### src/rtl/tree_plru_array.sv
// ============================================================================
// Module      : tree_plru_array
// Description : Tree pseudo-LRU replacement state for a set-associative cache.
//               Holds WAYS-1 heap-ordered tree bits per set and answers victim
//               lookups one cycle later. Invalid unlocked ways are preferred;
//               otherwise the tree is walked, steering around fully locked
//               subtrees. A flush, or the release of reset, clears every set
//               one index per cycle while busy is high.
// Ports       : clk, resetn (sync, active-low), flush -> busy
//               rd_en/rd_index/rd_valid/lock_mask -> victim_vld/victim/
//               victim_oh/victim_ok (registered)
//               upd_en/upd_index/upd_way_oh : access notification
// Revision    : 1.0 - initial release
// ============================================================================
`default_nettype none

module tree_plru_array #(
    parameter int WAYS = 4,
    parameter int SETS = 128,
    localparam int IDXW = $clog2(SETS),
    localparam int WAYW = $clog2(WAYS)
) (
    input  logic            clk,
    input  logic            resetn,
    input  logic            flush,
    output logic            busy,
    input  logic            rd_en,
    input  logic [IDXW-1:0] rd_index,
    input  logic [WAYS-1:0] rd_valid,
    input  logic [WAYS-1:0] lock_mask,
    output logic            victim_vld,
    output logic [WAYW-1:0] victim,
    output logic [WAYS-1:0] victim_oh,
    output logic            victim_ok,
    input  logic            upd_en,
    input  logic [IDXW-1:0] upd_index,
    input  logic [WAYS-1:0] upd_way_oh
);

    localparam int NODES = WAYS - 1;      // tree bits per set
    localparam int HEAP  = 2 * WAYS - 1;  // internal nodes plus leaves

    typedef enum logic [0:0] {
        IDLE  = 1'b0,
        CLEAR = 1'b1
    } state_t;

    state_t            state_q, state_d;
    logic [IDXW-1:0]   cnt_q, cnt_d;
    logic [NODES-1:0]  tree_q [SETS];

    logic              victim_vld_q, victim_vld_d;
    logic [WAYW-1:0]   victim_q, victim_d;
    logic [WAYS-1:0]   victim_oh_q, victim_oh_d;
    logic              victim_ok_q, victim_ok_d;

    logic              upd_acc;
    logic              rd_acc;
    logic [WAYW-1:0]   upd_way;
    logic [NODES-1:0]  upd_new;
    logic [NODES-1:0]  rd_tree;
    logic              free_any;
    logic [WAYW-1:0]   free_way;

    // Highest set bit of the one-hot access vector selects the way.
    function automatic logic [WAYW-1:0] oh_to_bin_hi(input logic [WAYS-1:0] oh);
        logic [WAYW-1:0] b;
        b = '0;
        for (int i = 0; i < WAYS; i++) begin
            if (oh[i]) b = WAYW'(i);
        end
        return b;
    endfunction

    // Point every node on the way's root-to-leaf path away from that way.
    function automatic logic [NODES-1:0] touch(input logic [NODES-1:0] t,
                                               input logic [WAYW-1:0]  w);
        logic [NODES-1:0] r;
        int               n;
        r = t;
        n = 0;
        for (int d = 0; d < WAYW; d++) begin
            for (int k = 0; k < NODES; k++) begin
                if (k == n) r[k] = ~w[WAYW-1-d];
            end
            n = 2 * n + 1 + int'(w[WAYW-1-d]);
        end
        return r;
    endfunction

    // Walk the tree; a fully locked child forces the other direction.
    // The root subtree is never fully locked when this result is used.
    function automatic logic [WAYW-1:0] walk(input logic [NODES-1:0] t,
                                             input logic [WAYS-1:0]  lk);
        logic [HEAP-1:0] full;
        logic            go;
        int              n;
        full = '0;
        for (int w = 0; w < WAYS; w++) full[NODES+w] = lk[w];
        for (int k = NODES - 1; k >= 0; k--) full[k] = full[2*k+1] & full[2*k+2];
        n = 0;
        for (int d = 0; d < WAYW; d++) begin
            go = 1'b0;
            for (int k = 0; k < NODES; k++) begin
                if (k == n) go = t[k] ? ~full[2*k+2] : full[2*k+1];
            end
            n = 2 * n + 1 + int'(go);
        end
        return WAYW'(n - NODES);
    endfunction

    // Clear sequencer
    always_comb begin
        state_d = state_q;
        cnt_d   = cnt_q;
        case (state_q)
            IDLE: begin
                if (flush) begin
                    state_d = CLEAR;
                    cnt_d   = '0;
                end
            end
            CLEAR: begin
                if (flush)                          cnt_d   = '0;
                else if (cnt_q == IDXW'(SETS - 1))  state_d = IDLE;
                else                                cnt_d   = cnt_q + 1'b1;
            end
            default: state_d = IDLE;
        endcase
    end

    assign busy = (state_q == CLEAR);

    // Update path and write-first forwarding into the lookup
    always_comb begin
        upd_acc = upd_en & ~busy & (|upd_way_oh);
        rd_acc  = rd_en & ~busy;
        upd_way = oh_to_bin_hi(upd_way_oh);
        upd_new = touch(tree_q[upd_index], upd_way);
        rd_tree = (upd_acc && (upd_index == rd_index)) ? upd_new : tree_q[rd_index];
    end

    // Lowest-index way that is both invalid and unlocked
    always_comb begin
        free_any = 1'b0;
        free_way = '0;
        for (int i = WAYS - 1; i >= 0; i--) begin
            if (!rd_valid[i] && !lock_mask[i]) begin
                free_any = 1'b1;
                free_way = WAYW'(i);
            end
        end
    end

    always_comb begin
        victim_vld_d = rd_acc;
        victim_ok_d  = 1'b0;
        victim_d     = '0;
        victim_oh_d  = '0;
        if (rd_acc && !(&lock_mask)) begin
            victim_ok_d = 1'b1;
            victim_d    = free_any ? free_way : walk(rd_tree, lock_mask);
            victim_oh_d = WAYS'(1) << victim_d;
        end
    end

    always_ff @(posedge clk) begin
        if (!resetn) begin
            state_q      <= CLEAR;
            cnt_q        <= '0;
            victim_vld_q <= 1'b0;
            victim_q     <= '0;
            victim_oh_q  <= '0;
            victim_ok_q  <= 1'b0;
        end else begin
            state_q      <= state_d;
            cnt_q        <= cnt_d;
            victim_vld_q <= victim_vld_d;
            victim_q     <= victim_d;
            victim_oh_q  <= victim_oh_d;
            victim_ok_q  <= victim_ok_d;
        end
    end

    // Tree storage: needs no reset because the clear sequence follows reset.
    always_ff @(posedge clk) begin
        if (resetn) begin
            if (busy)         tree_q[cnt_q]     <= '0;
            else if (upd_acc) tree_q[upd_index] <= upd_new;
        end
    end

    assign victim_vld = victim_vld_q;
    assign victim     = victim_q;
    assign victim_oh  = victim_oh_q;
    assign victim_ok  = victim_ok_q;

endmodule

`default_nettype wire

### config.mk
export PLATFORM = sky130hd
export DESIGN_NAME = tree_plru_array
export DESIGN_NICKNAME = d
export VERILOG_FILES = /design/src/rtl/tree_plru_array.sv
export SDC_FILE = /design/constraint.sdc
export NUM_CORES = 1
export LEC_CHECK = 0
export CAP_MARGIN = 20
export CORE_ASPECT_RATIO = 0.75
export CORE_MARGIN = 3
export CORE_UTILIZATION = 40
export DETAILED_ROUTE_END_ITERATION = 6
export DONT_BUFFER_PORTS = 1
export SETUP_SLACK_MARGIN = 0.02
export SYNTH_ARGS = -nofsm -noshare
export SYNTH_HDL_FRONTEND = slang
export SYNTH_SLANG_ARGS = --single-unit
### constraint.sdc
create_clock -name clk -period 7.3 [get_ports clk]
set_input_delay 0.365 -clock clk [delete_from_list [all_inputs] [get_ports clk]]
set_output_delay 0.365 -clock clk [all_outputs]
set_load 0.005 [all_outputs]
Word level (Yosys, flattened, before mapping)
Memories as Yosys holds them, arrays and structs flattened.
Index checks and enable logic that the tools add are counted.
{"block": "classes", "addsub": 6, "eq_ne": 8, "n_shift": 1, "muxes": 43, "bitwise_logic": 11, "reduce_logical": 22}
{"cell": "32-bit logical NOT", "count": 2}
{"cell": "1-bit 2-to-1 mux", "count": 28}
{"cell": "7-bit 2-to-1 mux", "count": 4}
{"cell": "2-bit 2-to-1 mux", "count": 7}
{"cell": "7-bit case mux with 2 select lines", "count": 1}
{"cell": "1-bit logical NOT", "count": 9}
{"cell": "7-bit by 1-bit adder with 7-bit output, second input constant", "count": 1}
{"cell": "7-bit equality test", "count": 1}
{"cell": "7-bit equality test, second input constant", "count": 1}
{"cell": "1-bit logical AND", "count": 6}
{"cell": "3-bit 2-to-1 mux", "count": 2}
{"cell": "1-bit inverter", "count": 6}
{"cell": "1-bit AND", "count": 5}
{"cell": "1-bit by 1-bit adder with 2-bit output, first input constant", "count": 2}
{"cell": "1-bit by 2-bit equality test with 1-bit output, first input constant", "count": 2}
{"cell": "2-bit equality test, first input constant", "count": 2}
{"cell": "2-bit AND reduction", "count": 2}
{"cell": "4-bit AND reduction", "count": 1}
{"cell": "4-bit OR reduction", "count": 1}
{"cell": "1-bit by 2-bit left shift with 4-bit output, first input constant", "count": 1}
{"cell": "3-bit inequality test, second input constant", "count": 1}
{"cell": "3-bit OR reduction", "count": 1}
{"cell": "2-bit by 1-bit adder with 2-bit output", "count": 1}
{"cell": "2-bit by 1-bit adder with 2-bit output, second input constant", "count": 1}
{"cell": "3 further kinds", "count": 3}
{"block": "totals", "register_bits": 16, "ramBits": 384, "input_bits": 31, "out_inout_bits": 9, "elab_cells": 98, "memories": 1}
{"name": "tree_q", "depth": 128, "width": 3, "rd": 2, "rd_clocked_by_memory_dff": 0, "wr": 1, "line": "50", "source": "logic [NODES-1:0] tree_q [SETS];"}

Logic depth before layout (Yosys ltp)
{"block": "logic_depth", "ltp_word": 19, "mapped_depth": 15, "mapped_depth_nobuf": 10}

Worst setup path before layout
No wires, ideal clock.
{"block": "synth_path", "path_type": "input -> register", "from": "in upd_way_oh[0]", "to": "mem tree_q[0][0] (netlist name), data pin", "setup_ns": 1.156, "arrival_ns": 5.745, "t_required_ns": 6.144, "slack_ns": 0.399, "path_stages": 4, "path_cell_list": "o41a_1 > nand3b_1 > clkbuf_1 > nor3_1"}
{"block": "synth_between", "elab_chain_cells": 8}
{"element": "start: declaration", "line": "37", "source": "input logic [WAYS-1:0] upd_way_oh"}
{"element": "4-bit OR reduction", "line": "136", "source": "upd_acc = upd_en & ~busy & (|upd_way_oh);"}
{"element": "1-bit AND", "line": "136"}
{"element": "1-bit 2-to-1 mux", "line": "189", "source": "else if (upd_acc) tree_q[upd_index] <= upd_new;"}
{"element": "1-bit 2-to-1 mux", "line": "188", "source": "if (busy) tree_q[cnt_q] <= '0;"}
{"element": "1-bit 2-to-1 mux", "line": "187", "source": "if (resetn) begin"}
{"element": "1-bit 2-to-1 mux (not written as such)", "line": "189"}
{"element": "3-bit OR reduction (no source line)"}
{"element": "3-bit 2-to-1 mux (no source line)"}
{"element": "end: declaration", "line": "50"}
No other way between the ends.

Final worst setup path
{"block": "layout_path", "from": "reg state_q, in the netlist busy", "to": "mem tree_q[28][2] (netlist name), enable pin"}
{"block": "layout_between", "elab_chain_cells": 9, "word_cells_on_any_way": 13, "cone_classes": "mux: 9; bitwise: 3; reduce/logical: 1"}
{"element": "start: declaration", "line": "48", "source": "state_t state_q, state_d;"}
{"element": "start signal: assignment", "line": "176", "source": "state_q <= state_d;"}
{"element": "1-bit inverter"}
{"element": "1-bit AND (2 in a row)", "line": "136"}
{"element": "1-bit 2-to-1 mux", "line": "189"}
{"element": "1-bit 2-to-1 mux", "line": "188"}
{"element": "1-bit 2-to-1 mux", "line": "187"}
{"element": "1-bit 2-to-1 mux (not written as such)", "line": "189"}
{"element": "3-bit OR reduction (no source line)"}
{"element": "7-bit 2-to-1 mux (no source line) or 1-bit 2-to-1 mux (tied branches)"}
Parallel ways exist; a longest one is shown, timed or not.

==> reports/results.ini <==
[global_route]
grt.overflow.total=0
grt_max_degree=110
grt_usage_pct=22.2
met1_usage_pct=34.5
grtUsageMet3_pct=6.78
antenna_found_initial=0
met2_usage_pct=30.1
grt_pass1_vias=11300
grt_pass1_wl_um=81300
gr-max-usage-layer=met1

[cells_and_area]
area.growth.synth_to_final_pct=8.97
layout_common_cells=384 x edfxtp_1, 155 x nor2_1, 122 x mux4_2
multi_input_area_mm2=0.00657
ff_latch_area_mm2=0.0119
fin_nets=1202
post-route-cell-area_mm2=0.0206
antennaDiodeCount=0
fill_cells=4084
final_common_cell=edfxtp_1
drive_gt1_share_pct=17.3

[synthesis]
yosysTopAreaCell=edfxtp_1
synth_nets=1231
yosys-top-cells-area=edfxtp_1 61%, mux4_2 15%, mux2i_1 3.7%, nor2_1 3.1%, dfxtp_1 1.7%
synthFlopType=edfxtp_1
synth.yosys.warnings=0
ys_seq_area_share_pct=62.8
synth_edf_count=384
syn_area_per_cell_um2=15.7
synth_top_area_share_pct=61.1
synth.distinct_cells=65
syn_inst=1199
async_flop_share_pct=0
netlist_area_mm2=0.0189
synth_seq_cells=400

[clock_tree]
clkTransAtPathRegs_ns=0.06
clockRootBuffer=clkbuf_16
hold_buffers=0
cts_resized=0
cts_sinks=400
h-tree-depth=2
cts_buffer_depth=3
cts_setup_buffers=0
cts_buffers=39
clk-insertion-delay-late_ns=0.54
cts_tree=built

[placed_design]
io_buffers=0
dp_hpwl_um=37000
gp_routability_congestion=1.02
place_area_mm2=0.0193

[setup_path]
critPathRequiredTime_ns=7.48
cp-end-kind=flip-flop
reg2reg_depth=6
crit_fanout=16
startpoint=busy
cp-endpoint=tree_q[28][2]
reg2reg_slack_ns=3.66
startpoint_type=flip-flop
critPathArrivalTime_ns=3.82
timing.rr.end=tree_q[28][2]
critPathKind=flip-flop to flip-flop
rr_startpoint=busy

[timing]
relSlewSlack_pct=14.8
tns_ns=0
slew_viol_final=0
setup_viol=0
timing.fmax_mhz=275
tightest_slew_ns=1.27
worst_clock_skew_ns=0.0145
period_share_pct=49.8
period_minus_slack_ns=3.64
grt_setup_unrepaired=false
hold_violations=0
hold-worst-slack_ns=0.0449

[pwr]
ir_worst_vdd_uv=201
p_per_area_mw_per_mm2=226
p_leak_uw=0.00566

[floorplan]
io_pins=40
die_area_mm2=0.0498
core_area_mm2=0.0463
die_w_um=257
start_util_pct=40.8
die_y_um=194
num_rows=68

[routing]
drt_iter0_drc=1718
wl_um=55500
dr_total_vias=11800
wl_per_cell_um=30.4
drcViolationCount=0
ant_nets=0
vias_per_cell=6.45
dr.pass1.iters=5

[flow_run]
maxCapViolations=0

[min_path]
worstHoldPathType=primary input to flip-flop
hold_depth=2

[run_status]
outcome=complete, no violations

==> Yosys cell counts, types with 4 or more instances <==
cell type,number
a211oi_1,6
a21oi_1,8
a22o_1,6
a22oi_1,26
a311oi_1,4
a31oi_1,7
and2_1,4
and3_1,4
buf_1,7
buf_2,23
buf_4,9
buf_6,4
clkbuf_1,36
dfxtp_1,16
edfxtp_1,384
inv_1,11
mux2_2,8
mux2i_1,69
mux4_1,12
mux4_2,122
nand2_1,68
nand2b_1,12
nand3_1,35
nand3b_1,11
nand4_1,11
nor2_1,156
nor2b_1,18
nor3_1,11
o211ai_1,8
o21ai_0,15
o22ai_1,13
o311ai_0,4
o31ai_1,4
o32ai_1,4
or3_1,4
xor2_1,10
==> stage by stage <==
step	cells	total power (uW)	util [%]	setup WS [ns]
global placement	1755	2710	41.7	3.54
finish	1827	4640	44.4	3.66
CTS	1826	4660	44.4	3.86
global route	1827	4780	44.4	3.52
floorplan	1199	2720	-	0.399
detailed placement	1758	2710	41.8	3.63
==> per-layer routing <==
layer  routed length [um]  part of all wire, %
met1                23600                   42
met3                 7490                   13
met4                 1620                  2.9
met2                22800                   41
met5                    0                    0
==> how the worst min path moves through the flow <==
stage                 startpoint           end  slack (ns)
floorplan               cnt_q[5]      cnt_q[5]        0.51
global placement        cnt_q[5]      cnt_q[5]        0.54
detailed placement      cnt_q[5]      cnt_q[5]        0.56
CTS                 lock_mask[0]  victim_oh[1]        0.03
global route        lock_mask[0]  victim_oh[1]        0.06
finish              lock_mask[0]  victim_oh[1]        0.04
==> layout make-up <==
cell class                      instances  share of cell area (%)
Sequential cell                       400                    57.6
Tap cell                              630                    3.83
Clock inverter                         19                   0.815
Inverter                               11                   0.201
Multi-Input combinational cell        707                    31.9
Timing Repair Buffer                   11                   0.450
Clock buffer                           49                    5.14
==> power by group <==
group          total [uW]  leakage [uW]  switching (uW)  internal, uW
sequential           2480       0.00300            1.84          2480
combinational         187       0.00205            94.8          92.5
clock                1970      0.000608             843          1130
total                4640       0.00566             940          3700
==> critical path, cell delays in order (launching register included) <==
cell      delay (ns)
dfxtp_1         0.38
and3b_1         0.62
mux2i_1         0.58
nand2b_1        0.33
inv_1           0.11
nand2_1         0.65
nor2_1          0.60
==> flip-flops by register name, indices dropped and copies added, names as in the netlist <==
signal,cells
busy,1
cnt_q,7
tree_q,384
victim,2
victim_oh,4
victim_ok,1
victim_vld,1
==> cell families (layout without fill, tap and decap cells) <==
kind of cell,count (synthesis),in the layout,synth area share [%]
compound gates,134,134,5.24
fa+ha+maj,1,1,0.0663
flops,400,400,62.8
simple gates,350,350,8.52
xor+xnor,11,11,0.511
mux,211,211,20.4
buf+inv,92,90,2.49
Power figures use the tool's default switching activity.
